[src/rtl/ibex_pkg_pext.sv]
// ibex_pkg_pext
// Shared types and constants for the Pext 32-bit multiply-accumulate path.
//   pext_mac_state_e : sequencer states (IDLE, four multiply steps, ACC, DONE)
//   PEXT_INT32_MAX   : 34-bit signed upper saturation bound (2^31-1)
//   PEXT_INT32_MIN   : 34-bit signed lower saturation bound (-2^31)
package ibex_pkg_pext;

  typedef enum logic [2:0] {
    MAC_IDLE = 3'd0,
    MAC_MUL0 = 3'd1,
    MAC_MUL1 = 3'd2,
    MAC_MUL2 = 3'd3,
    MAC_MUL3 = 3'd4,
    MAC_ACC  = 3'd5,
    MAC_DONE = 3'd6
  } pext_mac_state_e;

  localparam logic [33:0] PEXT_INT32_MAX = 34'h0_7FFF_FFFF;
  localparam logic [33:0] PEXT_INT32_MIN = 34'h3_8000_0000;

endpackage

[src/rtl/ibex_pext_mul17.sv]
// ibex_pext_mul17
// Combinational 17x17 signed multiplier producing a full 34-bit product.
//   a : 17-bit signed multiplicand
//   b : 17-bit signed multiplier
//   p : 34-bit signed product
module ibex_pext_mul17 (
  input  logic [16:0] a,
  input  logic [16:0] b,
  output logic [33:0] p
);

  // Both operands are sign-extended to the product width first, so the
  // low 34 bits of the unsigned multiply equal the signed product.
  logic [33:0] a_ext;
  logic [33:0] b_ext;

  assign a_ext = {{17{a[16]}}, a};
  assign b_ext = {{17{b[16]}}, b};
  assign p     = a_ext * b_ext;

endmodule

[src/rtl/ibex_alu_pext_mac_seq.sv]
// ibex_alu_pext_mac_seq
// Multi-cycle 32x32 multiply-accumulate sequencer for the Pext MAC ops
// (KMMAC/KMMACu, KMMSB/KMMSBu, MADDR32, MSUBR32). One 17x17 multiplier is
// reused over four cycles, then one cycle accumulates, rounds and saturates.
//   clk_i, rst_i        : clock, synchronous active-high reset
//   valid_i / ready_o   : request handshake (ready_o only in IDLE)
//   op_a_i/op_b_i/op_c_i: multiplicand, multiplier, accumulator
//   signed_i, sub_i, high_i, round_i, sat_i : operation controls
//   kill_i              : abort an in-flight operation
//   valid_o / ready_i   : result handshake
//   result_o, ov_o      : result and saturation flag (held while valid_o)
module ibex_alu_pext_mac_seq
  import ibex_pkg_pext::*;
(
  input  logic        clk_i,
  input  logic        rst_i,
  input  logic        valid_i,
  output logic        ready_o,
  input  logic [31:0] op_a_i,
  input  logic [31:0] op_b_i,
  input  logic [31:0] op_c_i,
  input  logic        signed_i,
  input  logic        sub_i,
  input  logic        high_i,
  input  logic        round_i,
  input  logic        sat_i,
  input  logic        kill_i,
  output logic        valid_o,
  input  logic        ready_i,
  output logic [31:0] result_o,
  output logic        ov_o
);

  pext_mac_state_e state, state_next;

  logic [31:0] a_q, b_q, c_q;
  logic        signed_q, sub_q, high_q, round_q, sat_q;
  logic [63:0] product_q;
  logic [31:0] result_q;
  logic        ov_q;

  logic        accept;
  logic [16:0] a_lo, a_hi, b_lo, b_hi;
  logic [16:0] mul_a, mul_b;
  logic [33:0] mul_p;
  logic [63:0] pp_ext;
  logic [63:0] pp_shifted;

  logic [63:0] p_round;
  logic [31:0] t;
  logic [33:0] c_ext, t_ext, sum;
  logic [31:0] acc_result;
  logic        acc_ov;

  // kill_i in IDLE blocks a same-cycle request.
  assign accept = (state == MAC_IDLE) && valid_i && !kill_i;

  // Low halves are always unsigned; high halves carry the sign only for
  // signed operations.
  assign a_lo = {1'b0, a_q[15:0]};
  assign b_lo = {1'b0, b_q[15:0]};
  assign a_hi = {signed_q & a_q[31], a_q[31:16]};
  assign b_hi = {signed_q & b_q[31], b_q[31:16]};

  ibex_pext_mul17 u_mul17 (
    .a (mul_a),
    .b (mul_b),
    .p (mul_p)
  );

  assign pp_ext = {{30{mul_p[33]}}, mul_p};

  // Operand selection and partial-product alignment per multiply step.
  always_comb begin
    mul_a      = a_lo;
    mul_b      = b_lo;
    pp_shifted = pp_ext;
    unique case (state)
      MAC_MUL1: begin
        mul_a      = a_lo;
        mul_b      = b_hi;
        pp_shifted = pp_ext << 16;
      end
      MAC_MUL2: begin
        mul_a      = a_hi;
        mul_b      = b_lo;
        pp_shifted = pp_ext << 16;
      end
      MAC_MUL3: begin
        mul_a      = a_hi;
        mul_b      = b_hi;
        pp_shifted = pp_ext << 32;
      end
      default: ;
    endcase
  end

  // Accumulate stage. The high word is taken after rounding so the round
  // carry propagates into it; the low word path ignores rounding.
  always_comb begin
    p_round    = product_q + (round_q ? 64'h0000_0000_8000_0000 : 64'd0);
    t          = high_q ? p_round[63:32] : product_q[31:0];
    c_ext      = {{2{c_q[31]}}, c_q};
    t_ext      = {{2{t[31]}}, t};
    sum        = sub_q ? (c_ext - t_ext) : (c_ext + t_ext);
    acc_result = sum[31:0];
    acc_ov     = 1'b0;
    if (sat_q) begin
      if ($signed(sum) > $signed(PEXT_INT32_MAX)) begin
        acc_result = PEXT_INT32_MAX[31:0];
        acc_ov     = 1'b1;
      end else if ($signed(sum) < $signed(PEXT_INT32_MIN)) begin
        acc_result = PEXT_INT32_MIN[31:0];
        acc_ov     = 1'b1;
      end
    end
  end

  always_ff @(posedge clk_i) begin
    if (rst_i) begin
      state <= MAC_IDLE;
    end else begin
      state <= state_next;
    end
  end

  // Next-state logic; kill_i overrides every busy state.
  always_comb begin
    state_next = state;
    unique case (state)
      MAC_IDLE: if (accept) state_next = MAC_MUL0;
      MAC_MUL0: state_next = MAC_MUL1;
      MAC_MUL1: state_next = MAC_MUL2;
      MAC_MUL2: state_next = MAC_MUL3;
      MAC_MUL3: state_next = MAC_ACC;
      MAC_ACC:  state_next = MAC_DONE;
      MAC_DONE: if (ready_i) state_next = MAC_IDLE;
      default:  state_next = MAC_IDLE;
    endcase
    if (kill_i && (state != MAC_IDLE)) begin
      state_next = MAC_IDLE;
    end
  end

  // Operand latches, product accumulation and result registers.
  always_ff @(posedge clk_i) begin
    if (rst_i) begin
      a_q       <= 32'd0;
      b_q       <= 32'd0;
      c_q       <= 32'd0;
      signed_q  <= 1'b0;
      sub_q     <= 1'b0;
      high_q    <= 1'b0;
      round_q   <= 1'b0;
      sat_q     <= 1'b0;
      product_q <= 64'd0;
      result_q  <= 32'd0;
      ov_q      <= 1'b0;
    end else begin
      unique case (state)
        MAC_IDLE: begin
          if (accept) begin
            a_q       <= op_a_i;
            b_q       <= op_b_i;
            c_q       <= op_c_i;
            signed_q  <= signed_i;
            sub_q     <= sub_i;
            high_q    <= high_i;
            round_q   <= round_i;
            sat_q     <= sat_i;
            product_q <= 64'd0;
          end
        end
        MAC_MUL0, MAC_MUL1, MAC_MUL2, MAC_MUL3: begin
          product_q <= product_q + pp_shifted;
        end
        MAC_ACC: begin
          if (!kill_i) begin
            result_q <= acc_result;
            ov_q     <= acc_ov;
          end
        end
        default: ;
      endcase
    end
  end

  assign ready_o  = (state == MAC_IDLE);
  assign valid_o  = (state == MAC_DONE);
  assign result_o = result_q;
  assign ov_o     = ov_q;

endmodule
[config.mk]
export PLATFORM = sky130hd
export DESIGN_NAME = ibex_alu_pext_mac_seq
export DESIGN_NICKNAME = d
export VERILOG_FILES = /design/src/rtl/ibex_pkg_pext.sv /design/src/rtl/ibex_pext_mul17.sv /design/src/rtl/ibex_alu_pext_mac_seq.sv
export SDC_FILE = /design/constraint.sdc
export NUM_CORES = 2
export LEC_CHECK = 0
export ABC_AREA = 1
export CORE_UTILIZATION = 59
export CTS_BUF_LIST = sky130_fd_sc_hd__clkbuf_8
export CTS_CLUSTER_DIAMETER = 200
export DETAILED_ROUTE_END_ITERATION = 10
export GPL_TIMING_DRIVEN = 0
export PLACE_DENSITY_LB_ADDON = 0.15
export SKIP_LAST_GASP = 1
export SYNTH_ARGS = -nofsm -noshare
export SYNTH_HDL_FRONTEND = slang
export SYNTH_SLANG_ARGS = --single-unit
[constraint.sdc]
create_clock -name clk_i -period 11 [get_ports clk_i]
set_input_delay 2.2 -clock clk_i [delete_from_list [all_inputs] [get_ports clk_i]]
set_output_delay 2.2 -clock clk_i [all_outputs]
set_load 0.05 [all_outputs]
Word-level counts from Yosys, hierarchy flattened
Cells that the tools add are included.
{"block": "totals", "output_inout_bits": 35, "wordCells": 63, "input_bits": 106, "register_bits": 201}
{"block": "op_classes", "n_mux": 17, "n_mul": 1, "reduce_logical": 16, "eq_ne": 8, "n_lt_le_gt_ge": 2, "addsub": 4, "n_bitwise": 3}
{"operator": "64-bit case mux with 2 select lines", "count": 2}
{"operator": "32-bit 2-to-1 mux", "count": 5}
{"operator": "64-bit by 32-bit adder with 64-bit output", "count": 1}
{"operator": "64-bit adder", "count": 1}
{"operator": "64-bit 2-to-1 mux", "count": 1}
{"operator": "34-bit by 32-bit greater-than comparator with 1-bit output, second input constant", "count": 1}
{"operator": "34-bit by 32-bit < comparator with 1-bit output, second input constant", "count": 1}
{"operator": "17-bit by 17-bit multiplier with 34-bit output", "count": 1}
{"operator": "17-bit 2-to-1 mux", "count": 2}
{"operator": "34-bit 2-to-1 mux", "count": 1}
{"operator": "32-bit by 32-bit adder with 33-bit output", "count": 1}
{"operator": "32-bit by 32-bit subtractor with 33-bit output", "count": 1}
{"operator": "3-bit case mux with 7 select lines", "count": 1}
{"operator": "3-bit == test, second input constant", "count": 3}
{"operator": "2-bit AND reduction", "count": 4}
{"operator": "2-bit OR reduction", "count": 4}
{"operator": "3-bit by 2-bit == test with 1-bit output, second input constant", "count": 2}
{"operator": "3-bit 2-to-1 mux", "count": 2}
{"operator": "2-bit by 1-bit inequality test with 1-bit output, second input constant", "count": 2}
{"operator": "4-bit OR reduction", "count": 1}
{"operator": "3-bit by 1-bit == test with 1-bit output, second input constant", "count": 1}
{"operator": "1-bit logical AND", "count": 3}
{"operator": "3-bit zero test", "count": 1}
{"operator": "1-bit 2-to-1 mux", "count": 3}
{"operator": "5 further kinds", "count": 6}

Longest topological paths before layout
{"block": "depth", "depth_word": 9, "depth_mapped": 53, "depth_no_buf": 52}

Cells and area by module
From an unflattened synthesis, not the netlist that was laid out.
{"block": "unflattened", "cells_unflattened": 4219, "hier_area_um2": 28030.6}
{"module": "ibex_alu_pext_mac_seq", "cells_per_inst": 2628, "instances": 1, "area_each_um2": 16150.5, "seq_area_each_um2": 4023.9}
{"module": "ibex_pext_mul17", "cells_per_inst": 1591, "instances": 1, "area_each_um2": 11880.1, "seq_area_each_um2": 0.0}

Worst setup path after synthesis
No wires, ideal clock.
{"block": "synth_path", "path_kind": "register to register", "from": "reg state[0]", "to": "reg product_q[57]", "arrival_time_ns": 8.731, "required_time_ns": 10.868, "setup_time_ns": 0.132, "period_less_slack_ns": 8.863, "setup_slack_ns": 2.137, "path_buffers": 3, "path_stages_with_launch": 45, "path_cell_list": "dfxtp_1 -> nor2_1 -> inv_1 -> nor2_1 -> inv_1 -> nand2_1 -> clkbuf_1 -> clkbuf_1 -> nand2_1 -> o21ai_1 -> inv_1 -> nor2_1 -> fa_1 -> fa_1 -> fa_1 -> inv_1 -> fa_1 -> inv_1 -> (+9 left out) -> nor2_1 -> nand2_1 -> nand2_1 -> nand2_1 -> clkbuf_1 -> o21ai_0 -> inv_1 -> ha_1 -> a21oi_1 -> inv_1 -> a31oi_1 -> o21ai_0 -> a21oi_1 -> nor2_1 -> a2111oi_0 -> nand3b_1 -> nand3_1 -> a21oi_1"}
{"block": "synth_between", "elab_chain_len": 7, "word_cells_on_any_way": 20, "classes_between": "1 x add/sub; 1 x mul; 5 x eq/ne; 4 x mux; 9 x reduce/logical"}
{"element": "start: declaration", "line": "ibex_alu_pext_mac_seq.sv:34", "rtl": "pext_mac_state_e state, state_next;"}
{"element": "start signal: assignment", "line": "ibex_alu_pext_mac_seq.sv:123", "rtl": "state <= state_next;"}
{"element": "3-bit by 2-bit == test with 1-bit output or 3-bit == test (tied branches)", "line": "ibex_alu_pext_mac_seq.sv:78, ibex_alu_pext_mac_seq.sv:160"}
{"element": "2-bit OR reduction (no source line)"}
{"element": "17-bit 2-to-1 mux", "line": "ibex_alu_pext_mac_seq.sv:78", "rtl": "unique case (state)"}
{"element": "17-bit by 17-bit multiplier with 34-bit output", "line": "ibex_pext_mul17.sv:19", "rtl": "assign p = a_ext * b_ext;"}
{"element": "64-bit case mux with 2 select lines", "line": "ibex_alu_pext_mac_seq.sv:78"}
{"element": "64-bit adder", "line": "ibex_alu_pext_mac_seq.sv:175", "rtl": "product_q <= product_q + pp_shifted;"}
{"element": "64-bit case mux with 2 select lines", "line": "ibex_alu_pext_mac_seq.sv:160", "rtl": "unique case (state)"}
{"element": "end signal: assignment", "line": "ibex_alu_pext_mac_seq.sv:175"}
{"element": "end: declaration", "line": "ibex_alu_pext_mac_seq.sv:38", "rtl": "logic [63:0] product_q;"}
Several ways; a longest one is shown, not always the timed one.
A chain may end at the register's enable or synchronous reset.

Worst setup path after layout
{"block": "layout_path", "from": "reg state[0]", "to": "reg product_q[63]"}
The elaborated chain is that of the path after synthesis.

==> results.md <==
- The deepest clock path buffer count is 3.
- CTS built an H-tree with a depth of 2.
- The total wire length is 89400 um.
- The kind of start point of the critical path is a register.
- The number of nets in the layout is 4747.
- After floorplanning, the core was sized to cover 45300 sq um.
- For the final routed database, the setup TNS stands at 0 ns.
- The highest ir drop seen on vdd is 174 uV.
- Counting flops with a built-in enable in the synthesized netlist gives 0.
- The pre-antenna-repair detailed-routing pass consisted of 7 iterations.
- The count of antenna diodes in the layout is 0.
- The distinct cell type count after synthesis is 54.
- Clock-pin slew was measured on the worst setup and hold paths at 0.06 ns.
- The flow ran to the end, and the final reports show no timing, DRC or antenna violations.
- The worst hold path passes through 2 cells.
- The dominant cell type by area after synthesis is sky130_fd_sc_hd__fa_1.
- The number of remaining DRC errors is 0.
- The iteration-0 DRC count of the detailed router is 3188.
- The later pin in the worst-skew pair is clocked with a latency of 0.61 ns.
- TritonCTS built the clock tree.
- The highest attainable clock frequency is 94.4 MHz.
- Averaged over all synthesized cells, the footprint is 6.80 sq um.
- In this run the worst path has a maximum fanout of 10.
- The final max-slew violation count is 0.
- The path category of the worst min-delay check is register to register.
- The start-to-end type of the worst setup path is register to register.
- The final hold violation count is 0.
- The number of nets in the synthesized netlist is 4562.
- The analysis attributes to cell leakage a power of 14.7 nW.
- STA puts the critical path data required time at 11.54 ns.
- At the pin with the least slew margin, the transition time is 1.08 ns.
- The final critical path time including I/O delays and setup is 10.59 ns.
- The total clock sinks is 201.
- The internal portion of total power is 3.05 mW.
- The setup slack on the worst flop-to-flop path is 0.41 ns.
- The design draws 7.00 mW.
- In this run the cell area of the synthesized design comes to 27000 sq um.
- The proportion of register bits with asynchronous set or reset after synthesis is 0%.
- STA classifies the critical path endpoint as a register.
- For hold timing, the worst endpoint is a_q[9]$_SDFFE_PP0P_.
- The estimated wirelength of the detail-placed design is 74700 um.
- Clock skew on the completed layout was measured at 0.0413 ns.
- The first global-routing pass estimated 141000 um of wire.
- Once routing completed, OpenROAD measured the worst setup slack at 0.405 ns.
- The area growth from synthesis to layout is 12.6%.
- In this run switching power makes up 56.4% of total power.
- After detailed routing, the number of vias per cell comes to 5.69.
- In this run the tool buffered the top-level ports with 140 buffer cells.
- The endpoint identified for the worst register-to-register timing path is product_q[63]$_SDFFE_PP0P_.
- The power share of the combinational group is 73.2%.
- The worst register-to-register path has a depth of 46.
- For this run the aggregate overflow at the end of global routing stands at 0.
- Timing analysis after detailed placement gives a worst setup slack of -0.888 ns.
- The initial antenna violation count came to 0.
- The final instance count without filler cells is 4789.
- The startpoint identified for the worst hold timing path is a_q[9]$_SDFFE_PP0P_.
- The number of placed instances with taps included is 4713.
- Across every metal layer, demand over resource in global routing totals 39.0%.
- The via count of the first global-routing pass is 26300.
- Sequential cells burn 14.2% of the power.
- The synthesized design contains 201 register bits.
- Counting every instance in the synthesized netlist gives 3973.
- The final critical-path share of the clock period is 96.3%.
- The synthesized design devotes to its leading area cell type 22.1% of total area.
- The number of vias in the routed layout is 27200.
- Dividing the detail-routed wire length by the instance count gives 18.7 um.
- The layout cell share with drive strength beyond 1 is 5.59%.
- The final cell area excluding filler cells is 30400 sq um.
- Once detail routing completed, the nets flagged for antenna violations numbered 0.
- The CTS buffer count is 39.
- The placed instances occupy a cell area of 29200 sq um.
- The areal power density over the cells is 230 nW/um^2.
- The pin count of the biggest net entering global routing is 11.
- Per report_power, the clock group accounts for 12.6% of the total.
- The number of warnings reported in the yosys synthesis log is 0.
- By instance count, the cell type seen most on the critical path is sky130_fd_sc_hd__inv_1.
- The number of I/O pins is 141.
- Ranked by total cell area, the synthesized netlist is headed by sky130_fd_sc_hd__fa_1 (22%), sky130_fd_sc_hd__dfxtp_1 (15%), sky130_fd_sc_hd__nand2_1 (10%).
- In this design, the stage delay of the slowest critical-path cell is 0.55 ns.
- The final count of negative-setup-slack endpoints is 0.
- For this configuration, the core starts out at a cell density of 59.6%.
- The height of the die is 216 um.
- The hold buffer count at CTS is 0.
- At the end of routability-driven placement, the weighted congestion stood at 1.07.
- The sequential-to-total area share from yosys stat is 14.9%.
- Max-cap violations in this run came to 0.
- The slowest stage of the critical path belongs to the cell sky130_fd_sc_hd__fa_1.
- Measured against its own limit, the worst slew margin works out to 27.5%.
- The most used flip-flop cell after synthesis is sky130_fd_sc_hd__dfxtp_1.
- In this run the power spent charging and discharging nets is 3.95 mW.
- STA puts the critical path data arrival time at 11.13 ns.
- Row generation in the floorplan step produced 78 rows.
- The floorplan step defined a die boundary enclosing 46600 sq um.
- The floorplan step set the die width to 216 um.
- The root buffer cell chosen for the clock tree is sky130_fd_sc_hd__clkbuf_8.
- In this run the critical register-to-register path is launched from state[0]$_SDFFE_PP0P_.
==> worst max-delay path, delay by kind of cell (launching register included) <==
kind	cells	cell delay, ns
AO/OA/AOI/OAI	7	1.89
buffers and inverters	12	1.66
adder cells (fa/ha/maj)	8	3.83
XOR/XNOR	2	0.64
flip-flops	1	0.35
AND/OR/NAND/NOR	17	2.14
==> cells by family (layout without fill, tap and decap cells) <==
logic type	after synthesis	in the layout	share of synthesized area, %
fa+ha+maj	483	483	30.7
simple gates	1549	1549	23.4
buf+inv	831	1047	11.7
compound gates	814	814	16.3
xor+xnor	95	95	3.08
flops	201	201	14.9
==> Yosys cell counts (3+ instances only) <==
master	n
sky130_fd_sc_hd__nand2_2	8
sky130_fd_sc_hd__nor4_1	14
sky130_fd_sc_hd__xor2_1	64
sky130_fd_sc_hd__nand3_1	139
sky130_fd_sc_hd__nor2_2	10
sky130_fd_sc_hd__o21ai_0	316
sky130_fd_sc_hd__a211oi_1	6
sky130_fd_sc_hd__a21boi_0	10
sky130_fd_sc_hd__nor3_1	22
sky130_fd_sc_hd__nor2_4	4
sky130_fd_sc_hd__o21a_1	12
sky130_fd_sc_hd__inv_1	703
sky130_fd_sc_hd__o21bai_1	12
sky130_fd_sc_hd__o2111ai_1	4
sky130_fd_sc_hd__or2_2	25
sky130_fd_sc_hd__clkinv_1	8
sky130_fd_sc_hd__a21oi_1	346
sky130_fd_sc_hd__dfxtp_1	201
sky130_fd_sc_hd__xnor2_1	31
sky130_fd_sc_hd__o211ai_1	7
sky130_fd_sc_hd__ha_1	185
sky130_fd_sc_hd__nand2_1	734
sky130_fd_sc_hd__buf_4	9
sky130_fd_sc_hd__a31oi_1	22
sky130_fd_sc_hd__o22ai_1	14
sky130_fd_sc_hd__o21ai_2	4
sky130_fd_sc_hd__inv_2	3
sky130_fd_sc_hd__a221oi_1	4
sky130_fd_sc_hd__o21ai_1	20
sky130_fd_sc_hd__o31ai_1	3
sky130_fd_sc_hd__buf_1	6
sky130_fd_sc_hd__fa_1	298
sky130_fd_sc_hd__nand3b_1	11
sky130_fd_sc_hd__a21o_1	21
sky130_fd_sc_hd__clkbuf_1	100
sky130_fd_sc_hd__nand4_1	19
sky130_fd_sc_hd__nor2_1	557
==> how the worst max path moves through the flow <==
stage / startpoint / to / slack (ns)
floorplan: state[0]$_SDFFE_PP0P_ / product_q[57]$_SDFFE_PP0P_ / 2.14
global placement: state[0]$_SDFFE_PP0P_ / product_q[63]$_SDFFE_PP0P_ / -0.78
detailed placement: state[0]$_SDFFE_PP0P_ / product_q[63]$_SDFFE_PP0P_ / -0.89
CTS: state[0]$_SDFFE_PP0P_ / product_q[63]$_SDFFE_PP0P_ / 0.002
global route: state[0]$_SDFFE_PP0P_ / product_q[63]$_SDFFE_PP0P_ / -0.01
finish: state[0]$_SDFFE_PP0P_ / product_q[63]$_SDFFE_PP0P_ / 0.41
==> state kept, by name, summed over array words and instances, names as in the netlist <==
name	cells
ov_o	1
c_q	32
product_q	64
result_o	32
a_q	32
sub_q	1
round_q	1
signed_q	1
b_q	32
state	3
sat_q	1
high_q	1
==> layout make-up <==
class	count	area (sq um)
multi-input combinational	2941	20100
fill	4268	14900
sequential	201	4020
inverter	714	2700
timing repair buffer	146	1450
tap	600	751
clock buffer	51	702
buffer	115	499
clock inverter	21	205
==> per-stage QoR <==
stage / hold slack (ns) / util, %
global placement: 0.434 / 64.4
floorplan: 0.425 / -
CTS: 0.450 / 66.6
finish: 0.446 / 67.1
detailed placement: 0.440 / 64.4
global route: 0.464 / 67.1
==> metal layers <==
metal	global-route usage, %	routed length [um]	vias to the layer above	share of wire (%)
li1	-	-	12900	-
met4	16.7	4000	0	4.5
met5	0	0	-	0
met2	58.3	37700	1343	42
met1	53.9	37700	12700	42
met3	9.33	9950	215	11
==> cells in the final DEF (no fill, tap or decap), types with 12 or more instances in the layout <==
master	n
sky130_fd_sc_hd__a21o_1	21
sky130_fd_sc_hd__a21oi_1	335
sky130_fd_sc_hd__a31oi_1	22
sky130_fd_sc_hd__buf_4	15
sky130_fd_sc_hd__clkbuf_1	74
sky130_fd_sc_hd__clkbuf_2	22
sky130_fd_sc_hd__clkbuf_8	51
sky130_fd_sc_hd__clkdlybuf4s50_1	140
sky130_fd_sc_hd__clkinv_2	14
sky130_fd_sc_hd__dfxtp_1	201
sky130_fd_sc_hd__fa_1	293
sky130_fd_sc_hd__ha_1	185
sky130_fd_sc_hd__inv_1	704
sky130_fd_sc_hd__nand2_1	734
sky130_fd_sc_hd__nand3_1	139
sky130_fd_sc_hd__nand4_1	19
sky130_fd_sc_hd__nor2_1	543
sky130_fd_sc_hd__nor2_2	21
sky130_fd_sc_hd__nor3_1	22
sky130_fd_sc_hd__nor4_1	12
sky130_fd_sc_hd__o21a_1	12
sky130_fd_sc_hd__o21ai_0	301
sky130_fd_sc_hd__o21ai_1	17
sky130_fd_sc_hd__o21ai_2	17
sky130_fd_sc_hd__o21bai_1	12
sky130_fd_sc_hd__o22ai_1	14
sky130_fd_sc_hd__or2_2	25
sky130_fd_sc_hd__xnor2_1	31
sky130_fd_sc_hd__xor2_1	64
==> power by group through the flow <==
stage	Clock, mW	Combinational [mW]	Sequential (mW)
2_1_floorplan	0	3.62	0.941
3_3_place_gp	0	4.88	0.995
3_5_place_dp	0	4.93	0.998
4_1_cts	0.891	4.98	0.984
5_1_grt	0.924	5.70	1.00
6_report	0.885	5.13	0.992
==> repair_timing <==
item,4_1_cts,5_1_grt
gates resized for setup,49,91
setup endpoints to repair,27,38
setup buffers,0,6
pin swaps,0,2
Note: power is estimated with default switching activity, not from simulation.
